[src/rtl/sram_responder.sv]
// SRAM device responder: fixed-latency reads and writes behind ce/wr/oe strobes,
// with protocol violation detection and a fully cleared array on reset.
module sram_responder #(
  parameter int unsigned RD_CYCLES     = 10,
  parameter int unsigned WR_CYCLES     = 10,
  parameter int unsigned CNT_REG_WIDTH = 5,
  parameter int unsigned ADDR_WIDTH    = 4,
  parameter int unsigned DATA_WIDTH    = 16
) (
  input  logic                  clk,
  input  logic                  reset,
  input  logic                  ce,
  input  logic                  wr,
  input  logic                  oe,
  input  logic [ADDR_WIDTH-1:0] addr,
  input  logic [DATA_WIDTH-1:0] wdata,
  output logic [DATA_WIDTH-1:0] rdata,
  output logic                  rdata_valid,
  output logic                  wr_ack,
  output logic                  violation,
  output logic                  busy
);

  localparam int unsigned DEPTH = 1 << ADDR_WIDTH;
  localparam logic [CNT_REG_WIDTH-1:0] RD_LOAD = CNT_REG_WIDTH'(RD_CYCLES - 1);
  localparam logic [CNT_REG_WIDTH-1:0] WR_LOAD = CNT_REG_WIDTH'(WR_CYCLES - 1);
  localparam logic [CNT_REG_WIDTH-1:0] CNT_ONE = CNT_REG_WIDTH'(1);

  typedef enum logic [2:0] {
    IDLE,
    RD_ACCESS,
    RD_DRIVE,
    WR_ACCESS,
    WR_COMMIT
  } state_e;

  state_e                  state_q;
  logic [CNT_REG_WIDTH-1:0] cnt_q;
  logic [ADDR_WIDTH-1:0]   addr_q;
  logic [DATA_WIDTH-1:0]   rdata_q;
  logic                    rvalid_q;
  logic                    wr_ack_q;
  logic                    viol_q;
  logic                    busy_q;
  logic [DATA_WIDTH-1:0]   mem_q [DEPTH];

  logic rd_req, wr_req, both_req, rd_abort, wr_abort, cnt_zero;

  assign rd_req   = ce & oe & ~wr;
  assign wr_req   = ce & wr & ~oe;
  assign both_req = ce & wr & oe;
  assign rd_abort = ~ce | ~oe | wr | (addr != addr_q);
  assign wr_abort = ~ce | ~wr | oe | (addr != addr_q);
  assign cnt_zero = (cnt_q == '0);

  // Abort is tested before completion so a same-edge abort always wins.
  always_ff @(posedge clk or posedge reset) begin
    if (reset) begin
      state_q  <= IDLE;
      cnt_q    <= '0;
      addr_q   <= '0;
      rdata_q  <= '0;
      rvalid_q <= 1'b0;
      wr_ack_q <= 1'b0;
      viol_q   <= 1'b0;
      busy_q   <= 1'b0;
      for (int unsigned i = 0; i < DEPTH; i++) begin
        mem_q[ADDR_WIDTH'(i)] <= '0;
      end
    end else begin
      wr_ack_q <= 1'b0;
      viol_q   <= 1'b0;
      unique case (state_q)
        IDLE: begin
          if (both_req) begin
            viol_q <= 1'b1;
          end else if (rd_req) begin
            addr_q  <= addr;
            cnt_q   <= RD_LOAD;
            state_q <= RD_ACCESS;
            busy_q  <= 1'b1;
          end else if (wr_req) begin
            addr_q  <= addr;
            cnt_q   <= WR_LOAD;
            state_q <= WR_ACCESS;
            busy_q  <= 1'b1;
          end
        end
        RD_ACCESS: begin
          if (rd_abort) begin
            viol_q  <= 1'b1;
            state_q <= IDLE;
            busy_q  <= 1'b0;
          end else if (cnt_zero) begin
            rdata_q  <= mem_q[addr_q];
            rvalid_q <= 1'b1;
            state_q  <= RD_DRIVE;
          end else begin
            cnt_q <= cnt_q - CNT_ONE;
          end
        end
        RD_DRIVE: begin
          if (!(ce && oe)) begin
            rvalid_q <= 1'b0;
            state_q  <= IDLE;
            busy_q   <= 1'b0;
          end
        end
        WR_ACCESS: begin
          if (wr_abort) begin
            viol_q  <= 1'b1;
            state_q <= IDLE;
            busy_q  <= 1'b0;
          end else if (cnt_zero) begin
            mem_q[addr_q] <= wdata;
            wr_ack_q      <= 1'b1;
            state_q       <= WR_COMMIT;
          end else begin
            cnt_q <= cnt_q - CNT_ONE;
          end
        end
        WR_COMMIT: begin
          if (!(ce && wr)) begin
            state_q <= IDLE;
            busy_q  <= 1'b0;
          end
        end
        default: begin
          state_q <= IDLE;
          busy_q  <= 1'b0;
        end
      endcase
    end
  end

  assign rdata       = rdata_q;
  assign rdata_valid = rvalid_q;
  assign wr_ack      = wr_ack_q;
  assign violation   = viol_q;
  assign busy        = busy_q;

endmodule

[config.mk]
export PLATFORM = sky130hd
export DESIGN_NAME = sram_responder
export DESIGN_NICKNAME = d
export VERILOG_FILES = /design/src/rtl/sram_responder.sv
export SDC_FILE = /design/constraint.sdc
export NUM_CORES = 1
export LEC_CHECK = 0
export ABC_AREA = 1
export CORE_MARGIN = 2
export CORE_UTILIZATION = 40
export DETAILED_ROUTE_END_ITERATION = 8
export DONT_BUFFER_PORTS = 1
export RECOVER_POWER = 100
export SLEW_MARGIN = 20
export SYNTH_ARGS = -nofsm -noshare
export SYNTH_HDL_FRONTEND = slang
export SYNTH_SLANG_ARGS = --single-unit
[constraint.sdc]
create_clock -name clk -period 12.49 [get_ports clk]
set_clock_uncertainty 0.05 [all_clocks]
set_input_delay 1.8735 -clock clk [delete_from_list [all_inputs] [get_ports clk]]
set_output_delay 1.8735 -clock clk [all_outputs]
set_load 0.02 [all_outputs]
Word-level counts from Yosys, hierarchy flattened
Cells that the tools add are included.
{"block": "totals", "regBits": 288, "latchBits": 0, "ram_bits": 0, "mem_bits_ro": 0, "inputBits": 25, "word_cells": 119, "n_memories": 0}
{"block": "classes", "add_sub_neg": 1, "multipliers": 0, "n_div": 0, "order_cmp": 2, "eq_ne": 16, "shifts": 0, "n_mux": 43, "bitwise_logic": 18, "n_reduce_logical": 15}
{"operator": "bitwise mux 256 bit", "n": 1}
{"operator": "binary-select mux 16 bit (select 4 bit)", "n": 1}
{"operator": "demux 16 bit (select 4 bit)", "n": 1}
{"operator": "two-way mux 16 bit", "n": 3}
{"operator": "two-way mux 5 bit", "n": 6}
{"operator": "two-way mux 3 bit", "n": 9}
{"operator": "inequality test 2 bit, second input constant", "n": 8}
{"operator": "two-way mux 1 bit", "n": 15}
{"operator": "case mux 3 bit (5 select lines)", "n": 1}
{"operator": "case mux 5 bit (3 select lines)", "n": 1}
{"operator": "AND reduction 6 bit", "n": 2}
{"operator": "inequality test 3 bit, second input constant", "n": 3}
{"operator": "AND reduction 3 bit", "n": 3}
{"operator": "two-way mux 4 bit", "n": 2}
{"operator": "equality test 3 x 2 -> 1 bit, second input constant", "n": 2}
{"operator": "inverter 1 bit", "n": 6}
{"operator": "OR 1 bit", "n": 6}
{"operator": "AND 1 bit", "n": 5}
{"operator": "greater-or-equal comparator 5 bit, second input constant", "n": 1}
{"operator": "logical NOT 5 bit", "n": 1}
{"operator": "< comparator 5 x 1 -> 1 bit, second input constant", "n": 1}
{"operator": "inverter 4 -> 5 bit", "n": 1}
{"operator": "case mux 1 bit (5 select lines)", "n": 1}
{"operator": "AND reduction 5 bit", "n": 1}
{"operator": "other kinds (11)", "n": 14}

Longest topological paths before layout
{"block": "logic_depth", "word_depth": 6, "mapped_depth": 12, "ltp_nobuf": 10}

Worst setup path before layout
Ideal clock, no wire load.
{"block": "synth_timing", "path_type": "input -> register", "from": "in addr[1]", "to": "reg mem_q[109] (netlist bit)", "arrival_ns": 3.012, "required_time_ns": 12.304, "setup_slack_ns": 9.292, "cell_stages": 11, "n_path_buf": 2, "cell_sequence": "inv_1 -> nand2_1 -> nand2_1 -> nor2_2 -> nand2_2 -> nor2_4 -> buf_12 -> nand4_4 -> buf_2 -> nand2_1 -> o21ai_0"}
{"block": "synth_between", "elab_chain_len": 4}
{"item": "start: declaration", "line_no": "15", "text": "input logic [ADDR_WIDTH-1:0] addr,"}
{"item": "inequality test 4 bit", "line_no": "53", "text": "assign wr_abort = ~ce | ~wr | oe | (addr != addr_q);"}
{"item": "OR 1 bit", "line_no": "53"}
{"item": "inverter 1 bit (no line)"}
{"item": "AND reduction 3 bit (no line)"}
{"item": "end signal: indexed assignment", "line_no": "115", "text": "mem_q[addr_q] <= wdata;"}
{"item": "end: declaration", "line_no": "45", "text": "logic [DATA_WIDTH-1:0] mem_q [DEPTH];"}
No other way between the ends.
A chain may end at the register's enable or synchronous reset.

Final worst setup path
{"block": "layout_timing", "from": "reg addr_q[0]", "to": "reg mem_q[128] (netlist bit)"}
{"block": "layout_between", "elab_chain_len": 6, "word_cells_on_any_way": 11}
{"item": "start: declaration", "line_no": "39", "text": "logic [ADDR_WIDTH-1:0] addr_q;"}
{"item": "start signal: assignment", "line_no": "78", "text": "addr_q <= addr;"}
{"item": "start signal: assignment", "line_no": "83", "text": "addr_q <= addr;"}
{"item": "inverter 4 -> 5 bit (implied by the code)", "line_no": "115"}
{"item": "greater-or-equal comparator 5 bit (implied by the code) or < comparator 5 x 1 -> 1 bit (tied branches)", "line_no": "115"}
{"item": "logical AND 1 bit (implied by the code)", "line_no": "115"}
{"item": "two-way mux 16 bit (implied by the code)", "line_no": "115"}
{"item": "demux 16 bit (select 4 bit)", "line_no": "115"}
{"item": "bitwise mux 256 bit", "line_no": "115"}
Parallel ways exist; a longest one is shown, timed or not.

==> impl_metrics.tcl <==
set metrics [dict create \
    dp.cells 1849 \
    gr-total-overflow 0 \
    crit_end "mem_q[128]$_DFFE_PP0P_" \
    clk_latency_ns 0.56 \
    ant_nets 0 \
    worst_slew_pin_slew_ns 5.553 \
    cts_root_buffer "clkbuf_16" \
    vdd_drop_max_mv 0.1385 \
    dp_hpwl_um 20910 \
    syn_area_mm2 0.01297 \
    crit_type "flop to flop" \
    post_cts_buffers 0 \
    ys_warn_count 0 \
    hold_viol 0 \
    cts_buffers 30 \
    failed_checks "capacitance limit, slew limit" \
    worst-path-max-fanout 36 \
    clockBufferDepth 3 \
    fin_area_mm2 0.01385 \
    hold_class "flop to flop" \
    fin_crit_sh_pct 49.45 \
    power.leakage_nw 6.296 \
    nNetsFinal 1505 \
    setup_viol 0 \
    crit_path_start "addr_q[0]$_DFFE_PP0P_" \
    cp.required_ns 12.84 \
    port_buffers 0 \
    period_needed_ns 6.177 \
    io_pins 45 \
    rsz0062_at_grt "false" \
    cp.arrival_ns 6.53 \
    die_area_mm2 0.03389 \
    via_count 10460 \
    grt_pass1_wl_um 57910 \
    clock-sinks 288 \
    synthToLayoutAreaGrowth_pct 6.761 \
    outcome "finished with violations" \
    track_usage_pct 21.98 \
    routedWlPerCell_um 19.13 \
    critPathLaunchType "flop" \
    grt_pass1_vias 9829 \
    synth_seq_area_share_pct 55.56 \
    ys_types 26 \
    dr.pass1.iters 7 \
    die_h_um 184.1 \
    synth.ff_latch_count 288 \
    syn_inst 1540 \
    cap_viol_max_count 11 \
    slew_headroom_pct -270.2 \
    stdcell_count 1904 \
    drcViolationCount 0 \
    finalMaxSlewViolations 394 \
    synth_area_per_cell_um2 8.424 \
    row_count 65 \
    via_per_inst 5.493 \
    fmax_mhz 161.9 \
    reg2reg_from "addr_q[0]$_DFFE_PP0P_" \
    wirelength_um 36420 \
    cp-end-kind "flop" \
    whs_ns 0.4326 \
    fp.dieW_um 184.1 \
    placed_area_mm2 0.01306 \
    p_per_area_mw_per_mm2 171.3 \
    core_mm2 0.03172 \
    reg2reg_setup_slack_ns 6.31 \
    drtIter0Drc 1115 \
    cts-resized-gates 0 \
    grt_max_degree 165 \
    tns_ns 0 \
    reg2reg_depth 9 \
    cts.clk_slew.worst_paths_ns 0.06 \
    synth_nets 1566 \
    antenna_found_initial 1 \
    worstReg2RegEnd "mem_q[128]$_DFFE_PP0P_" \
    tritoncts "built" \
    place.gp.congestion 0.7829 \
    holdBufCountCts 0 \
    drive_gt1_share_pct 5.063 \
    start_util_pct 40.90 \
    ctsHtreeMaxLevel 1 \
]
## layout make-up
cell class	count	area [um^2]
Tap cell	402	503.0
Timing Repair Buffer	17	113.9
Antenna cell	1	2.502
Clock inverter	9	70.07
Multi-Input combinational cell	1097	4873
Clock buffer	45	908.4
Inverter	45	170.2
Sequential cell	288	7208
Fill cell	3156	17870
## stage by stage
stage / util [%] / setup slack [ns] / power [mW]
after floorplan: - / 2.618 / 1.336
after global placement: 41.19 / 7.974 / 1.515
after detailed placement: 41.19 / 7.902 / 1.517
after CTS: 44.27 / 8.475 / 2.405
after global routing: 43.66 / 5.828 / 2.467
final: 43.66 / 6.313 / 2.372
## metal layers
| metal | track usage [%] | part of all wire [%] | vias up |
|---|---|---|---|
| met3 | 4.596 | 7.9 | 64 |
| met2 | 32.30 | 43 | 362 |
| li1 | - | - | 4958 |
| met5 | 0 | 0 | - |
| met1 | 32.55 | 47 | 5075 |
| met4 | 6.656 | 2.6 | 0 |
## how the worst min path moves through the flow
stage / cells past startpoint / slack [ns] / startpoint / endpoint
floorplan: 2 / 0.40 / mem_q[0]$_DFFE_PP0P_ / mem_q[0]$_DFFE_PP0P_
global placement: 2 / 0.42 / mem_q[0]$_DFFE_PP0P_ / mem_q[0]$_DFFE_PP0P_
detailed placement: 2 / 0.42 / mem_q[251]$_DFFE_PP0P_ / mem_q[251]$_DFFE_PP0P_
CTS: 2 / 0.44 / mem_q[242]$_DFFE_PP0P_ / mem_q[242]$_DFFE_PP0P_
global route: 2 / 0.45 / mem_q[235]$_DFFE_PP0P_ / mem_q[235]$_DFFE_PP0P_
finish: 2 / 0.43 / mem_q[217]$_DFFE_PP0P_ / mem_q[217]$_DFFE_PP0P_
## report_power, final
group / switching (mW) / internal, mW
registers: 0.0267 / 0.956
clock network: 0.368 / 0.518
logic: 0.425 / 0.0787
total: 0.819 / 1.55
## cell families (layout without fill, tap and decap cells)
logic type / Yosys count / count (layout) / synth area share, %
AOI/OAI and AO/OA: 268 / 268 / 10.41
buffers and inverters: 155 / 116 / 5.739
adders and majority gates: 1 / 1 / 0.09644
xor gates and xnor gates: 1 / 1 / 0.06753
other: 0 / 1 / 0
DFF: 288 / 288 / 55.56
and+or+nand+nor: 827 / 827 / 28.13
## cell usage in the layout (no fill, tap or decap), types with 3 or more instances in the layout
cell       synthesis  final
dfrtp_1          288    287
nor2_2             6      5
nor2_4             2      3
nand2_1          604    605
o21ai_1           67      8
clkbuf_8           0      8
inv_2              7      5
inv_1             38     39
clkinv_2           0      8
o21ai_0          197    256
nand4_1           96    106
nor2_1            32     32
nand3_1           74     74
buf_4              4      9
clkbuf_16          0     31
clkbuf_1          66     13
## sequential cells by signal, summed over array words and instances (netlist names)
register	count
state_q	3
rdata_valid	1
mem_q	256
rdata	16
wr_ack	1
busy	1
violation	1
addr_q	4
cnt_q	5
## synthesized netlist by cell type (all sizes together)
cell | count | area, um^2
nor2 | 40 | 180.2
ha | 1 | 12.51
nand3 | 74 | 370.4
inv | 45 | 168.9
a21oi | 1 | 5.000
o21a | 1 | 7.510
nand4 | 106 | 813.3
nand2 | 606 | 2280
dfrtp | 288 | 7207
or2 | 1 | 6.260
xor2 | 1 | 8.760
o21ai | 265 | 1330
o31ai | 1 | 7.510
clkbuf | 66 | 247.7
buf | 44 | 327.8
## worst max-delay path, cell delays in order, from the launching register on
cell and delay, ns:
dfrtp_1 0.46, inv_1 0.65, clkbuf_1 1.05, nand2_1 0.26, nand2_1 0.08, nor2_1 0.23
nand2_2 0.11, nor2_1 0.73, nand4_1 1.67, o21ai_0 0.70
(Power assumes the default switching activity.)
